### config.mk
export PLATFORM = sky130hd
export DESIGN_NAME = pulp_run_ctrl_flat
export DESIGN_NICKNAME = d
export VERILOG_FILES = /design/src/rtl/pulp_run_ctrl_if.sv /design/src/rtl/pulp_run_ctrl.sv /design/src/flat_wrapper.sv
export SDC_FILE = /design/constraint.sdc
export NUM_CORES = 1
export LEC_CHECK = 0
export BUFFER_PORTS_ARGS = -buffer_cell sky130_fd_sc_hd__buf_4
export CORE_ASPECT_RATIO = 0.6
export CORE_MARGIN = 8
export CORE_UTILIZATION = 45
export DETAILED_ROUTE_END_ITERATION = 16
export PLACE_DENSITY = 0.7
export SETUP_SLACK_MARGIN = 0.4
export SYNTH_ARGS = -nofsm -noshare
export SYNTH_HDL_FRONTEND = slang
export SYNTH_SLANG_ARGS = --single-unit
### constraint.sdc
create_clock -name clk -period 2.9 [get_ports clk]
set_input_delay 0.29 -clock clk [delete_from_list [all_inputs] [get_ports clk]]
set_output_delay 0.29 -clock clk [all_outputs]
set_load 0.02 [all_outputs]
### src/rtl/pulp_run_ctrl_if.sv
// Signal bundle between the PS7 control/status registers and the run controller.
interface pulp_run_ctrl_if;
  logic [31:0] fetch_enable_i;
  logic        eoc_i;
  logic [1:0]  return_i;
  logic        pulp_rst_no;
  logic        fetch_en_o;
  logic [31:0] end_of_operation_o;

  // PS7 side: drives the control word and sees the SoC status.
  modport master (
    output fetch_enable_i, eoc_i, return_i,
    input  pulp_rst_no, fetch_en_o, end_of_operation_o
  );

  // Controller side.
  modport slave (
    input  fetch_enable_i, eoc_i, return_i,
    output pulp_rst_no, fetch_en_o, end_of_operation_o
  );
endinterface

### src/rtl/pulp_run_ctrl.sv
// PULPino run controller: sequenced reset release, debounced fetch enable,
// eoc/return synchronisation and the end_of_operation status word.
module pulp_run_ctrl #(
  parameter int unsigned DEB_CYCLES     = 16,
  parameter int unsigned RST_CYCLES     = 32,
  parameter int unsigned TIMEOUT_CYCLES = 0
) (
  input  logic             clk,
  input  logic             rst,
  pulp_run_ctrl_if.slave   bus
);

  localparam int unsigned DEB_W = 6;
  localparam int unsigned RST_W = 8;
  localparam int unsigned CNT_W = 24;

  localparam logic [DEB_W-1:0] DEB_LAST  = DEB_W'(DEB_CYCLES - 1);
  localparam logic [RST_W-1:0] RST_LAST  = RST_W'(RST_CYCLES - 1);
  localparam bit               TOUT_EN   = (TIMEOUT_CYCLES != 0);
  localparam logic [CNT_W-1:0] TOUT_LAST = TOUT_EN ? CNT_W'(TIMEOUT_CYCLES - 1) : '0;

  typedef enum logic [2:0] {
    HOLD_RST, RELEASE, ARMED, RUN, DONE, TOUT
  } state_e;

  logic             eoc_meta_q, eoc_s_q;
  logic [1:0]       ret_meta_q, ret_s_q;
  logic             deb_q, deb_d;
  logic [DEB_W-1:0] deb_cnt_q, deb_cnt_d;
  logic             armed_q, armed_d;
  state_e           state_q, state_d;
  logic [RST_W-1:0] wait_q, wait_d;
  logic [CNT_W-1:0] cyc_q, cyc_d;
  logic             eoc_q, eoc_d;
  logic             tout_q, tout_d;
  logic [1:0]       ret_q, ret_d;
  logic             rst_no_q, run_q;

  logic fetch_req, pulp_rel;
  logic unused_fe;

  assign fetch_req = bus.fetch_enable_i[0];
  assign pulp_rel  = bus.fetch_enable_i[31];
  assign unused_fe = ^bus.fetch_enable_i[30:1];

  // Two-flop synchroniser for the SoC-domain eoc/return.
  always_ff @(posedge clk) begin
    if (rst) begin
      eoc_meta_q <= 1'b0;
      eoc_s_q    <= 1'b0;
      ret_meta_q <= 2'b00;
      ret_s_q    <= 2'b00;
    end else begin
      eoc_meta_q <= bus.eoc_i;
      eoc_s_q    <= eoc_meta_q;
      ret_meta_q <= bus.return_i;
      ret_s_q    <= ret_meta_q;
    end
  end

  // Fetch-request debouncer: accept a new level after DEB_CYCLES stable samples.
  always_comb begin
    deb_d     = deb_q;
    deb_cnt_d = '0;
    if (fetch_req != deb_q) begin
      if (deb_cnt_q == DEB_LAST) begin
        deb_d = fetch_req;
      end else begin
        deb_cnt_d = deb_cnt_q + DEB_W'(1);
      end
    end
  end

  // Next state, wait/run counters and status fields.
  always_comb begin
    state_d = state_q;
    wait_d  = wait_q;
    cyc_d   = cyc_q;
    eoc_d   = eoc_q;
    tout_d  = tout_q;
    ret_d   = ret_q;
    // A request must be seen low after a run starts before another run may
    // begin, so an aborted run cannot restart on a stale request.
    armed_d = armed_q | ~deb_q;

    if (!pulp_rel) begin
      state_d = HOLD_RST;
    end else begin
      case (state_q)
        HOLD_RST: begin
          state_d = RELEASE;
          wait_d  = '0;
        end
        RELEASE: begin
          if (wait_q == RST_LAST) begin
            state_d = ARMED;
          end else begin
            wait_d = wait_q + RST_W'(1);
          end
        end
        ARMED: begin
          if (deb_q && armed_q) begin
            state_d = RUN;
            cyc_d   = '0;
            eoc_d   = 1'b0;
            tout_d  = 1'b0;
            ret_d   = 2'b00;
            armed_d = 1'b0;
          end
        end
        RUN: begin
          if (eoc_s_q) begin
            state_d = DONE;
            eoc_d   = 1'b1;
            ret_d   = ret_s_q;
          end else if (TOUT_EN && (cyc_q == TOUT_LAST)) begin
            state_d = TOUT;
            tout_d  = 1'b1;
          end else if (cyc_q != '1) begin
            cyc_d = cyc_q + CNT_W'(1);
          end
        end
        DONE, TOUT: begin
          if (!deb_q) begin
            state_d = ARMED;
          end
        end
        default: state_d = HOLD_RST;
      endcase
    end
  end

  // State, debouncer, counters and registered outputs.
  always_ff @(posedge clk) begin
    if (rst) begin
      state_q   <= HOLD_RST;
      deb_q     <= 1'b0;
      deb_cnt_q <= '0;
      armed_q   <= 1'b0;
      wait_q    <= '0;
      cyc_q     <= '0;
      eoc_q     <= 1'b0;
      tout_q    <= 1'b0;
      ret_q     <= 2'b00;
      rst_no_q  <= 1'b0;
      run_q     <= 1'b0;
    end else begin
      state_q   <= state_d;
      deb_q     <= deb_d;
      deb_cnt_q <= deb_cnt_d;
      armed_q   <= armed_d;
      wait_q    <= wait_d;
      cyc_q     <= cyc_d;
      eoc_q     <= eoc_d;
      tout_q    <= tout_d;
      ret_q     <= ret_d;
      rst_no_q  <= (state_d != HOLD_RST);
      run_q     <= (state_d == RUN);
    end
  end

  assign bus.pulp_rst_no        = rst_no_q;
  assign bus.fetch_en_o         = run_q;
  assign bus.end_of_operation_o = {cyc_q, 3'b000, run_q, tout_q, ret_q, eoc_q};

endmodule

### src/flat_wrapper.sv
// flat-port wrapper written by rule: the top's interface ports become plain ports
module pulp_run_ctrl_flat 
#(
  parameter int unsigned DEB_CYCLES     = 16,
  parameter int unsigned RST_CYCLES     = 32,
  parameter int unsigned TIMEOUT_CYCLES = 0
)
  (clk, rst, bus_fetch_enable_i, bus_eoc_i, bus_return_i, bus_pulp_rst_no, bus_fetch_en_o, bus_end_of_operation_o);
  pulp_run_ctrl_if bus_i ();
  input  logic clk;
  input  logic rst;
  input wire logic [$bits(bus_i.fetch_enable_i)-1:0] bus_fetch_enable_i;
  input wire logic [$bits(bus_i.eoc_i)-1:0] bus_eoc_i;
  input wire logic [$bits(bus_i.return_i)-1:0] bus_return_i;
  output wire logic [$bits(bus_i.pulp_rst_no)-1:0] bus_pulp_rst_no;
  output wire logic [$bits(bus_i.fetch_en_o)-1:0] bus_fetch_en_o;
  output wire logic [$bits(bus_i.end_of_operation_o)-1:0] bus_end_of_operation_o;
  assign bus_i.fetch_enable_i = bus_fetch_enable_i;
  assign bus_i.eoc_i = bus_eoc_i;
  assign bus_i.return_i = bus_return_i;
  assign bus_pulp_rst_no = bus_i.pulp_rst_no;
  assign bus_fetch_en_o = bus_i.fetch_en_o;
  assign bus_end_of_operation_o = bus_i.end_of_operation_o;
  pulp_run_ctrl #(.DEB_CYCLES(DEB_CYCLES), .RST_CYCLES(RST_CYCLES), .TIMEOUT_CYCLES(TIMEOUT_CYCLES)) u_core (.clk(clk), .rst(rst), .bus(bus_i));
endmodule
-- Word level (Yosys, flattened, before mapping)
Index checks and enable logic that the tools add are counted.
- bits in registers: 54
- output and inout bits: 34
- word-level logic and storage cells: 67
- $add $sub $neg: 3
- equal/unequal tests: 15
- muxes and demuxes: 21
- bitwise operators: 3
- reduce and logical (&&, ||, !) cells: 11
- operator list (cell ; count):
    $mux W24 ; 3
    $pmux W24 S2 ; 1
    $add A24 B1 Y24 const B ; 1
    $ne A24 B24 Y1 const B ; 1
    $pmux W8 S2 ; 1
    $mux W3 ; 5
    $pmux W3 S5 ; 1
    $eq A3 B2 Y1 const B ; 3
    $add A8 B1 Y8 const B ; 1
    $eq A8 B5 Y1 const B ; 1
    $mux W8 ; 1
    $add A6 B1 Y6 const B ; 1
    $eq A3 B3 Y1 const B ; 2
    $eq A6 B4 Y1 const B ; 1
    $ne A2 B1 Y1 const B ; 3
    $mux W1 ; 5
    $reduce_and A5 Y1 ; 1
    $mux W2 ; 2
    $ne A2 B2 Y1 const B ; 2
    $pmux W2 S2 ; 1
    $reduce_and A4 Y1 ; 1
    $reduce_bool A2 Y1 ; 2
    $eq A3 B1 Y1 const B ; 1
    $logic_not A3 Y1 ; 1
    10 further kinds ; 11

-- Logic depth before layout (Yosys ltp)
Gate-level depths: netlist of run 1.
- word-level depth: 5
- gate-level depth with buffers: 7

-- Worst setup path before layout of run 1
OpenSTA, ideal clock, no wires.
- path type: register -> register
- start: reg u_core.cyc_q[0]
- end: reg u_core.cyc_q[18]
- data arrival time: 2002 ps
- path slack: 779 ps
- cell stages (with the launch flop): 7
- buffers on the path: 0
- period minus slack after synthesis: 2121 ps
- cell sequence: dfxtp_1 ha_1 nand3_1 nor4_1 nand4_1 and3_1 a211o_1
- longest elaborated chain between the ends: 4
- ends and longest elaborated chain (what ; RTL line ; source):
    start: declaration ; pulp_run_ctrl.sv:33 ; logic [CNT_W-1:0] cyc_q, cyc_d;
    start signal: assignment ; pulp_run_ctrl.sv:153 ; cyc_q <= cyc_d;
    $add A24 B1 Y24 ; pulp_run_ctrl.sv:120 ; cyc_d = cyc_q + CNT_W'(1);
    $mux W24 ; pulp_run_ctrl.sv:119 ; end else if (cyc_q != '1) begin
    $mux W24 ; pulp_run_ctrl.sv:112 ; if (eoc_s_q) begin
    $pmux W24 S2 ; pulp_run_ctrl.sv:89 ; case (state_q)
Parallel ways exist; a longest one is shown, timed or not. The select of a mux whose other input is x is not followed.
A chain may end at the register's enable or synchronous reset.

-- Worst setup path after layout of run 1
- start: reg u_core.cyc_q[0]
- end: reg u_core.cyc_q[3]
The elaborated chain is that of the path after synthesis.

==> results.md, run 1 <==
- Outcome: completed
- Commonest cells in the netlist: 54 x dfxtp_1, 33 x nor2_1, 17 x nand2_1
- Number of flip-flops and latches in the synthesized netlist: 54
- Req. time, crit path: 3.11 ns
- Distinct cell type count of the synthesized netlist: 54
- Final cycle utilization of the critical path: 0.820
- Final Instance Count excl. Fillers: 409
- Fraction of power consumed by combinational cells: 0.041
- Synth async-reset ratio: 0
- CTS tree: yes
- Number of clock sinks: 54
- Post-CTS setup buffers: 0
- Critical register-to-register path endpoint: u_core.cyc_q[3]
- Cell area after technology mapping: 2630 um2
- Slack of the worst reg-to-reg path: 0.52 ns
- Number of enable flip-flop cells after synthesis: 0
- Via Count: 2,311
- CP Launch Type: flop
- Worst setup path endpoint: u_core.cyc_q[3]
- Wire length reported by the detailed router: 6420 um
- Placeable core region: 5620 um2
- Final worst clock skew: 0.00625 ns
- Sequential element share of the synthesized area: 0.411
- Via count of the first global-routing pass: 2,131
- Min Clock Period, post-route: 2.38 ns
- Placed instance count: 401
- Share of final-layout standard cells stronger than drive strength 1: 0.210
- Final number of max-transition violations: 0
- Buffer type at the clock tree root: clkbuf_8
- Number of instances in the synthesized netlist: 295
- Worst Setup SP: u_core.cyc_q[0]
- Portion of synthesized cell area occupied by the leading cell type: 0.411
- Pin count of the biggest net entering global routing: 19
- Ant. Diodes: 0
- Share of total power consumed by net switching: 0.230
- Leakage power summed over all cells: 0.00129 uW
- Clock insertion delay at the later pin of the skew report: 0.31 ns
- Drt wl/cell: 15.7 um
- Global routing usage summed across all routing layers: 0.153
- Total count of hold-check failures in the final report: 0
- Number of buffers inserted by port buffering: 36
- Overall overflow remaining after global route: 0
- Synthesized area per cell: 8.92 um2
- Maximum number of buffers from clock root to sink: 2
- Detailed-route vias per instance: 5.65
- Area Growth Syn to Fin: 16.5%
- Initial antenna violation count: 0
- Remaining antenna violation count after routing: 0
- Placement Rows: 21
- Final Wtd Congestion: 0.807
- Worst r2r path cells: 7
- Die Outline Area: 8630 um2
- Nets: 368
- Maximum VDD drop: 0.218 mV
- Worst slew pin tran: 0.606 ns
- Iteration-0 DRC count of the detailed router: 183
- Number of detailed-routing iterations run before antenna repair: 4
- Power per Cell Area: 438 nW/um2
- Clock buffer count from CTS: 5
- Clock-pin slew on the worst setup and hold paths: 0.10 ns
- Internal power: 1030 uW
- Proportion of power drawn by flip-flops and latches: 0.564
- Initial Util: 0.468
- Final setup violating endpoints: 0
- Core occupancy in the finished layout: 0.545
- Relative slew slack: 0.595
- Unrepaired setup endpoints after global routing: no
- Largest area contributor in the netlist: dfxtp_1
- DIE HEIGHT: 75.2 um
- Most common cell in the netlist: dfxtp_1
- Wire length of the first global-routing pass: 10,700 um
- Setup TNS after final layout: 0 ns
- Worst path slowest cell: nor4_4
- Top cells by area in the synthesized netlist: dfxtp_1 41%, nor2_1 4.7%, and3_1 3.1%, nand4_1 3.1%, a211o_1 3.0%
- Total power: 1340 uW
- Most frequently used flop master after synthesis: dfxtp_1
- Sum of net half-perimeters after detailed placement: 4530 um
- CTS H-Tree Depth: 2
- DRC errors left: 0
- Number of warnings issued by yosys: 0
- Worst Hold Slack: 0.185 ns
- Maximum clock rate: 421 MHz
- Critical path endpoint category: flop
- Worst R2R Start: u_core.cyc_q[0]
- Biggest cell delay along the critical path: 0.48 ns
- Power spent charging and discharging nets: 309 uW
- Maximum capacitance violations: 0
- Cell-by-cell trace of the critical path: ha_1, nand3_1, nor4_4, a211o_2, buf_4, nor4_1, a211o_1
- Part of the power in the clock network: 0.395
- Die Width: 115 um
- Classification of the worst-slack hold path: in -> reg
- Type of the worst setup path: reg -> reg
- CP arrival: 2.58 ns
- CP Max Fanout: 11
- I/O pins: 71
## registers in the layout (all words and copies together), names as in the netlist
signal,count
u_core.eoc_q,1
u_core.state_q,3
u_core.eoc_s_q,1
u_core.cyc_q,24
u_core.armed_q,1
u_core.bus.fetch_en_o,1
u_core.eoc_meta_q,1
u_core.ret_s_q,2
u_core.deb_q,1
u_core.deb_cnt_q,6
u_core.wait_q,8
u_core.ret_meta_q,2
u_core.bus.pulp_rst_no,1
u_core.ret_q,2
## cell type report
cell class              count  area [um2]
flip-flops and latches     54        1080
inverters                   8        30.0
multi-input cells         216        1420
well taps                  80         100
repair buffers             43         323
fillers                   515        2560
clock buffers               5        68.8
clock inverters             3        47.5
## through the flow
stage | instance area, um2 | worst slack, ns
3_5_place_dp | 2940 | 0.506
5_1_grt | 3070 | 0.427
3_3_place_gp | 2940 | 0.541
6_report | 3070 | 0.522
4_1_cts | 3060 | 0.487
2_1_floorplan | 2640 | 0.779
## critical path, delay by kind of cell (launching register included)
family,cells,cell delay [ns]
DFF,1,0.43
adders and majority gates,1,0.26
and+or+nand+nor,3,0.77
AOI/OAI and AO/OA,2,0.60
buffers and inverters,1,0.21
## power by group through the flow
stage / registers, uW / logic, uW / clock network, uW
5_1_grt: 760 / 60.9 / 567
3_3_place_gp: 774 / 53.4 / 0
3_5_place_dp: 775 / 54.5 / 0
6_report: 758 / 54.4 / 531
4_1_cts: 758 / 54.5 / 538
2_1_floorplan: 774 / 41.1 / 0
## worst min-delay path by stage
stage / start / end / slack [ns] / depth (start not counted)
floorplan: rst / u_core.eoc_meta_q / 0.36 / 1
global placement: u_core.ret_meta_q[0] / u_core.ret_s_q[0] / 0.42 / 1
detailed placement: u_core.ret_meta_q[0] / u_core.ret_s_q[0] / 0.43 / 1
CTS: bus_eoc_i / u_core.eoc_meta_q / 0.18 / 2
global route: bus_eoc_i / u_core.eoc_meta_q / 0.20 / 2
finish: bus_eoc_i / u_core.eoc_meta_q / 0.19 / 2
## layout by cell type, fill, tap and decap left out, types with 7 or more instances in the layout
master | netlist | final
nand3_1 | 15 | 15
o311ai_0 | 8 | 8
a211o_1 | 9 | 8
dfxtp_1 | 54 | 54
buf_4 | 9 | 43
inv_1 | 8 | 8
nand4_1 | 13 | 13
and3_1 | 13 | 13
nor2b_1 | 8 | 8
nand2_1 | 17 | 17
a21oi_1 | 10 | 10
o21ai_0 | 7 | 7
nor2_1 | 33 | 33
xor2_1 | 8 | 8
nor4_1 | 11 | 11
## layer usage
metal | vias up | track usage | part of all wire | wire [um]
met5 | - | 0 | 0 | 0
met4 | 0 | 0.0260 | 0.0059 | 38
met3 | 6 | 0.0352 | 0.057 | 367
met2 | 59 | 0.230 | 0.42 | 2690
met1 | 1090 | 0.218 | 0.52 | 3320
li1 | 1156 | - | - | -
## logic make-up (layout without fill, tap and decap cells)
logic type	count (synthesis)	in the layout	share of synthesized area
simple gates	136	136	0.299
compound gates	59	59	0.169
flops	54	54	0.411
buf+inv	28	59	0.0575
xor+xnor	11	11	0.0366
fa+ha+maj	3	3	0.0143
mux	3	3	0.0119
other cells	1	4	0.00143
## repair_timing
item	in CTS	in global routing
hold buffers	0	0
hold endpoints to repair	0	0
gates resized for setup	0	2
endpoints found under the setup margin	0	13
(Power assumes the default switching activity.)
==> run 2: changes to the inputs <==
- clock period: 2.9 -> 2.5 ns (I/O delays scaled with it)
==> results.md, run 2 (same netlist as run 1, synthesis figures left out) <==
- Leakage power summed over all cells: 0.00133 uW
- Maximum capacitance violations: 0
- Worst Hold Slack: 0.138 ns
- DRC errors left: 0
- Initial antenna violation count: 0
- Maximum VDD drop: 0.241 mV
- Clock buffer count from CTS: 5
- Slack of the worst reg-to-reg path: 0.43 ns
- Min Clock Period, post-route: 2.07 ns
- Regs by FF count: u_core.cyc_q x24, u_core.wait_q x8, u_core.deb_cnt_q x6
- Power spent charging and discharging nets: 353 uW
- Seq. cell area: 1090 um2
- Ant. Diodes: 0
- Worst path slowest cell: o311ai_0
- Share of total power consumed by net switching: 0.228
- Number of buffers inserted by port buffering: 36
- Met2 track utilization from global routing: 0.225
- CP Max Fanout: 15
- Placeable core region: 5620 um2
- Outcome: completed
- Unrepaired setup endpoints after global routing: no
- Share of final-layout standard cells stronger than drive strength 1: 0.264
- Pin count of the biggest net entering global routing: 18
- Critical register-to-register path endpoint: u_core.cyc_q[13]
- Part of the power in the clock network: 0.389
- Internal power: 1190 uW
- Remaining antenna violation count after routing: 0
- Commonest cells after routing, fill and taps aside: 49 x buf_4, 46 x dfxtp_1, 33 x nor2_1
- Wire length of the first global-routing pass: 11,100 um
- Maximum number of buffers from clock root to sink: 2
- Placement Rows: 21
- Number of buffers added to fix hold violations after cts: 0
- Final worst clock skew: 0.00740 ns
- DIE HEIGHT: 75.2 um
- Sum of net half-perimeters after detailed placement: 4680 um
- Total count of hold-check failures in the final report: 0
- CTS tree: yes
- Classification of the worst-slack hold path: in -> reg
- Fraction of power consumed by combinational cells: 0.042
- Wire length reported by the detailed router: 6740 um
- Number of clock sinks: 54
- Maximum clock rate: 482 MHz
- I/O pins: 71
- CTS H-Tree Depth: 2
- Detailed-route vias per instance: 5.75
- Global routing usage summed across all routing layers: 0.160
- Via Count: 2,396
- FILL cells: 515
- Setup TNS after final layout: 0 ns
- Worst r2r path cells: 7
- Drt wl/cell: 16.2 um
- Commonest non-fill, non-tap cell in the layout: buf_4
- CP Launch Type: flop
- Nets: 376
- Endpoint, Worst Hold: u_core.eoc_meta_q
- Met3 capacity usage during global routing: 0.0432
- Initial Util: 0.468
- Final setup violating endpoints: 0
- Hold path cells: 2
- Total area of multi-input combinational cells: 1460 um2
- Biggest cell delay along the critical path: 0.40 ns
- Req. time, crit path: 2.69 ns
- CP arrival: 2.26 ns
- Buffer type at the clock tree root: clkbuf_8
- Final cycle utilization of the critical path: 0.829
- Final Wtd Congestion: 0.785
- Met1 global-route usage: 0.224
- Die Width: 115 um
- Number of detailed-routing iterations run before antenna repair: 5
- Top register by number of flip-flops: u_core.cyc_q
- Proportion of power drawn by flip-flops and latches: 0.569
- Overall overflow remaining after global route: 0
- Iteration-0 DRC count of the detailed router: 160
- Type of the worst setup path: reg -> reg
- Final number of max-transition violations: 0
- Worst R2R Start: u_core.cyc_q[0]
- Via count of the first global-routing pass: 2,216
- Die Outline Area: 8630 um2
- Critical path endpoint category: flop
- Power per Cell Area: 486 nW/um2
- Highest-utilization routing layer at the global route stage: met2
- Cell-by-cell trace of the critical path: ha_1, nand3_2, nor4_4, a211o_1, buf_6, o311ai_0, o41ai_1
- Clock-pin slew on the worst setup and hold paths: 0.10 ns
- Clock insertion delay at the later pin of the skew report: 0.31 ns
- Hold path start: bus_eoc_i
- Worst slew pin tran: 0.653 ns
- Number of flip-flops under the largest register name: 24
- Area Growth Syn to Fin: 21.1%
- Relative slew slack: 0.563
[run 2: cell count changes in the layout (fill, tap and decap cells not counted), moves of 2 or more]
cell | before | now
dfxtp_2 | 0 | 7
dfxtp_1 | 54 | 46
buf_4 | 43 | 49
nor4_1 | 11 | 9
clkinvlp_4 | 0 | 2
nor4_2 | 0 | 2
[run 2: what timing repair did]
action	CTS	global route
buffers inserted	0	3
setup endpoints to repair	19	25
endpoints found under the hold margin	0	0
pin swaps	1	5
cloned	0	1
gates resized for setup	4	14
[run 2: worst max-delay path by stage]
stage                     slack [ns]              start  depth (start not counted)               end
after floorplan                 0.45    u_core.cyc_q[7]                          6  u_core.cyc_q[18]
after global placement          0.33  u_core.state_q[1]                          5  u_core.cyc_q[21]
after detailed placement        0.30  u_core.state_q[1]                          5  u_core.cyc_q[21]
after CTS                       0.42   u_core.wait_q[0]                          7  u_core.cyc_q[12]
after global routing            0.38   u_core.wait_q[0]                          8   u_core.cyc_q[0]
final                           0.43    u_core.cyc_q[0]                          7  u_core.cyc_q[13]
[run 2: power groups by stage]
stage / clock network (uW) / registers (uW) / logic (uW)
after floorplan: 0 / 898 / 47.7
after global placement: 0 / 900 / 61.8
after detailed placement: 0 / 900 / 63.6
after CTS: 609 / 881 / 63.8
after global routing: 642 / 882 / 71.9
final: 602 / 880 / 64.5
[run 2: routing by layer]
layer | vias up | routed length, um | part of all wire
met1 | 1129 | 3310 | 0.49
li1 | 1173 | - | -
met4 | 0 | 103 | 0.015
met3 | 14 | 520 | 0.077
met5 | - | 0 | 0
met2 | 80 | 2800 | 0.42
[run 2: through the flow]
stage	setup slack (ns)	instance area, um2	power [uW]	utilization	cells
2_1_floorplan	0.451	2650	946	-	298
3_3_place_gp	0.332	2980	961	0.529	405
3_5_place_dp	0.300	2980	964	0.529	405
4_1_cts	0.422	3110	1550	0.553	413
5_1_grt	0.383	3190	1600	0.567	417
6_report	0.427	3190	1550	0.567	417
[run 2: layout make-up]
type,count,share of cell area
clock inverter,3,0.0141
sequential,54,0.343
clock buffer,5,0.0216
timing repair buffer,51,0.123
inverter,8,0.00943
multi-input combinational,216,0.458
tap,80,0.0314
[run 2: critical path: cells and delay by family (launching register included)]
family | cells | cell delay (ns)
fa+ha+maj | 1 | 0.26
buf+inv | 1 | 0.19
flops | 1 | 0.36
simple gates | 2 | 0.22
compound gates | 3 | 0.92
==> run 3: changes to the inputs <==
- clock period: 2.5 -> 1.92 ns (I/O delays scaled with it)
==> results.md, run 3 (same netlist as run 1, synthesis figures left out) <==
- Outcome: completed
- CP Launch Type: flop
- Clock insertion delay at the later pin of the skew report: 0.31 ns
- Leakage power summed over all cells: 0.00165 uW
- I/O pins: 71
- Type of the worst setup path: reg -> reg
- Crit path max-delay family: compound AO/OA/AOI/OAI gates
- Number of buffers added to fix hold violations after cts: 0
- Slack of the worst reg-to-reg path: 0.08 ns
- Overall overflow remaining after global route: 0
- Final Wtd Congestion: 0.821
- Share of final-layout standard cells stronger than drive strength 1: 0.448
- Global routing usage summed across all routing layers: 0.173
- CP arrival: 2.05 ns
- Iteration-0 DRC count of the detailed router: 215
- Logic depth of the worst path, buffers included: 8
- Worst Setup SP: u_core.cyc_q[1]
- CP most frequent cell: buf_4
- Die Width: 115 um
- Area Growth Syn to Fin: 43.5%
- Detailed-route vias per instance: 5.60
- Worst r2r path cells: 8
- Min Clock Period, post-route: 1.84 ns
- CP Max Fanout: 5
- Total count of hold-check failures in the final report: 0
- Maximum VDD drop: 0.425 mV
- Commonest cells after routing, fill and taps aside: 87 x buf_4, 32 x dfxtp_1, 29 x nor2_1
- DRC errors left: 0
- Cell-by-cell trace of the critical path: ha_4, nand3_4, nor4_4, buf_4, a211oi_1, buf_4, nand3_2, o41ai_1
- Critical path endpoint category: flop
- Final cycle utilization of the critical path: 0.960
- Final setup violating endpoints: 0
- Req. time, crit path: 2.12 ns
- Placeable core region: 5620 um2
- Biggest cell delay along the critical path: 0.36 ns
- Power per Cell Area: 498 nW/um2
- Maximum clock rate: 543 MHz
- Maximum number of buffers from clock root to sink: 2
- Wire length reported by the detailed router: 7260 um
- Sum of net half-perimeters after detailed placement: 4840 um
- Remaining antenna violation count after routing: 0
- Ant. Diodes: 0
- Setup TNS after final layout: 0 ns
- Top register by number of flip-flops: u_core.cyc_q
- Via Count: 2,619
- Number of detailed-routing iterations run before antenna repair: 5
- Wire length of the first global-routing pass: 11,800 um
- CTS H-Tree Depth: 2
- Initial antenna violation count: 0
- Worst Hold Slack: 0.0860 ns
- Final number of max-transition violations: 0
- Worst path slowest cell: dfxtp_4
- Via count of the first global-routing pass: 2,408
- Number of flip-flops under the largest register name: 24
- Number of buffers inserted by port buffering: 36
- DIE HEIGHT: 75.2 um
- Number of clock sinks: 54
- Commonest non-fill, non-tap cell in the layout: buf_4
- Pin count of the biggest net entering global routing: 18
- Core occupancy in the finished layout: 0.671
- Worst setup path endpoint: u_core.cyc_q[13]
- Drt wl/cell: 15.5 um
- Nets: 427
- Total buffers and inverters traversed by the critical path: 2
- Die Outline Area: 8630 um2
- Maximum capacitance violations: 0
- CTS tree: yes
- Worst R2R Start: u_core.cyc_q[1]
- Clock buffer count from CTS: 5
- Placement Rows: 21
- Critical register-to-register path endpoint: u_core.cyc_q[13]
- Buffer type at the clock tree root: clkbuf_8
- Unrepaired setup endpoints after global routing: yes
- Classification of the worst-slack hold path: in -> reg
- Clock-pin slew on the worst setup and hold paths: 0.10 ns
- Final worst clock skew: 0.00796 ns
- Regs by FF count: u_core.cyc_q x24, u_core.wait_q x8, u_core.deb_cnt_q x6
- Initial Util: 0.468
run 3: worst min path at each step:
| stage | from | endpoint | depth (start not counted) |
|---|---|---|---|
| floorplan | rst | u_core.eoc_meta_q | 1 |
| global placement | bus_return_i[1] | u_core.ret_meta_q[1] | 2 |
| detailed placement | bus_eoc_i | u_core.eoc_meta_q | 2 |
| CTS | bus_eoc_i | u_core.eoc_meta_q | 2 |
| global route | bus_return_i[1] | u_core.ret_meta_q[1] | 2 |
| finish | bus_return_i[0] | u_core.ret_meta_q[0] | 2 |
run 3: cell type report:
| cell class | count | area [um2] |
|---|---|---|
| fill | 483 | 1850 |
| tap | 80 | 100 |
| clock buffer | 5 | 68.8 |
| inverter | 8 | 30.0 |
| timing repair buffer | 101 | 813 |
| multi-input combinational | 217 | 1610 |
| clock inverter | 3 | 21.3 |
| sequential | 54 | 1130 |
run 3: layer usage:
layer	part of all wire	wire [um]	vias to the layer above	GRT usage
li1	-	-	1274	-
met1	0.51	3730	1238	0.242
met2	0.40	2890	98	0.253
met3	0.080	580	9	0.0512
met4	0.0089	65	0	0.0448
met5	0	0	-	0
run 3: metrics by stage:
step	instances	total power [uW]	setup WS [ns]	area, um2
after floorplan	298	1230	0.0545	2770
after global placement	433	1250	0.0277	3300
after detailed placement	433	1250	0.00847	3300
after CTS	466	1900	0.124	3720
after global routing	468	1970	0.00212	3770
final	468	1880	0.0776	3770
run 3: timing repair:
action / CTS / global route
endpoints found under the hold margin: 0 / 0
pin swaps: 15 / 8
cloned: 3 / 0
gates resized for setup: 41 / 9
setup endpoints to repair: 34 / 39
buffers inserted: 22 / 2
run 3: where the power goes:
part | switching, uW | internal [uW]
sequential | 13.3 | 1120
clock | 392 | 257
combinational | 53.8 | 39.7
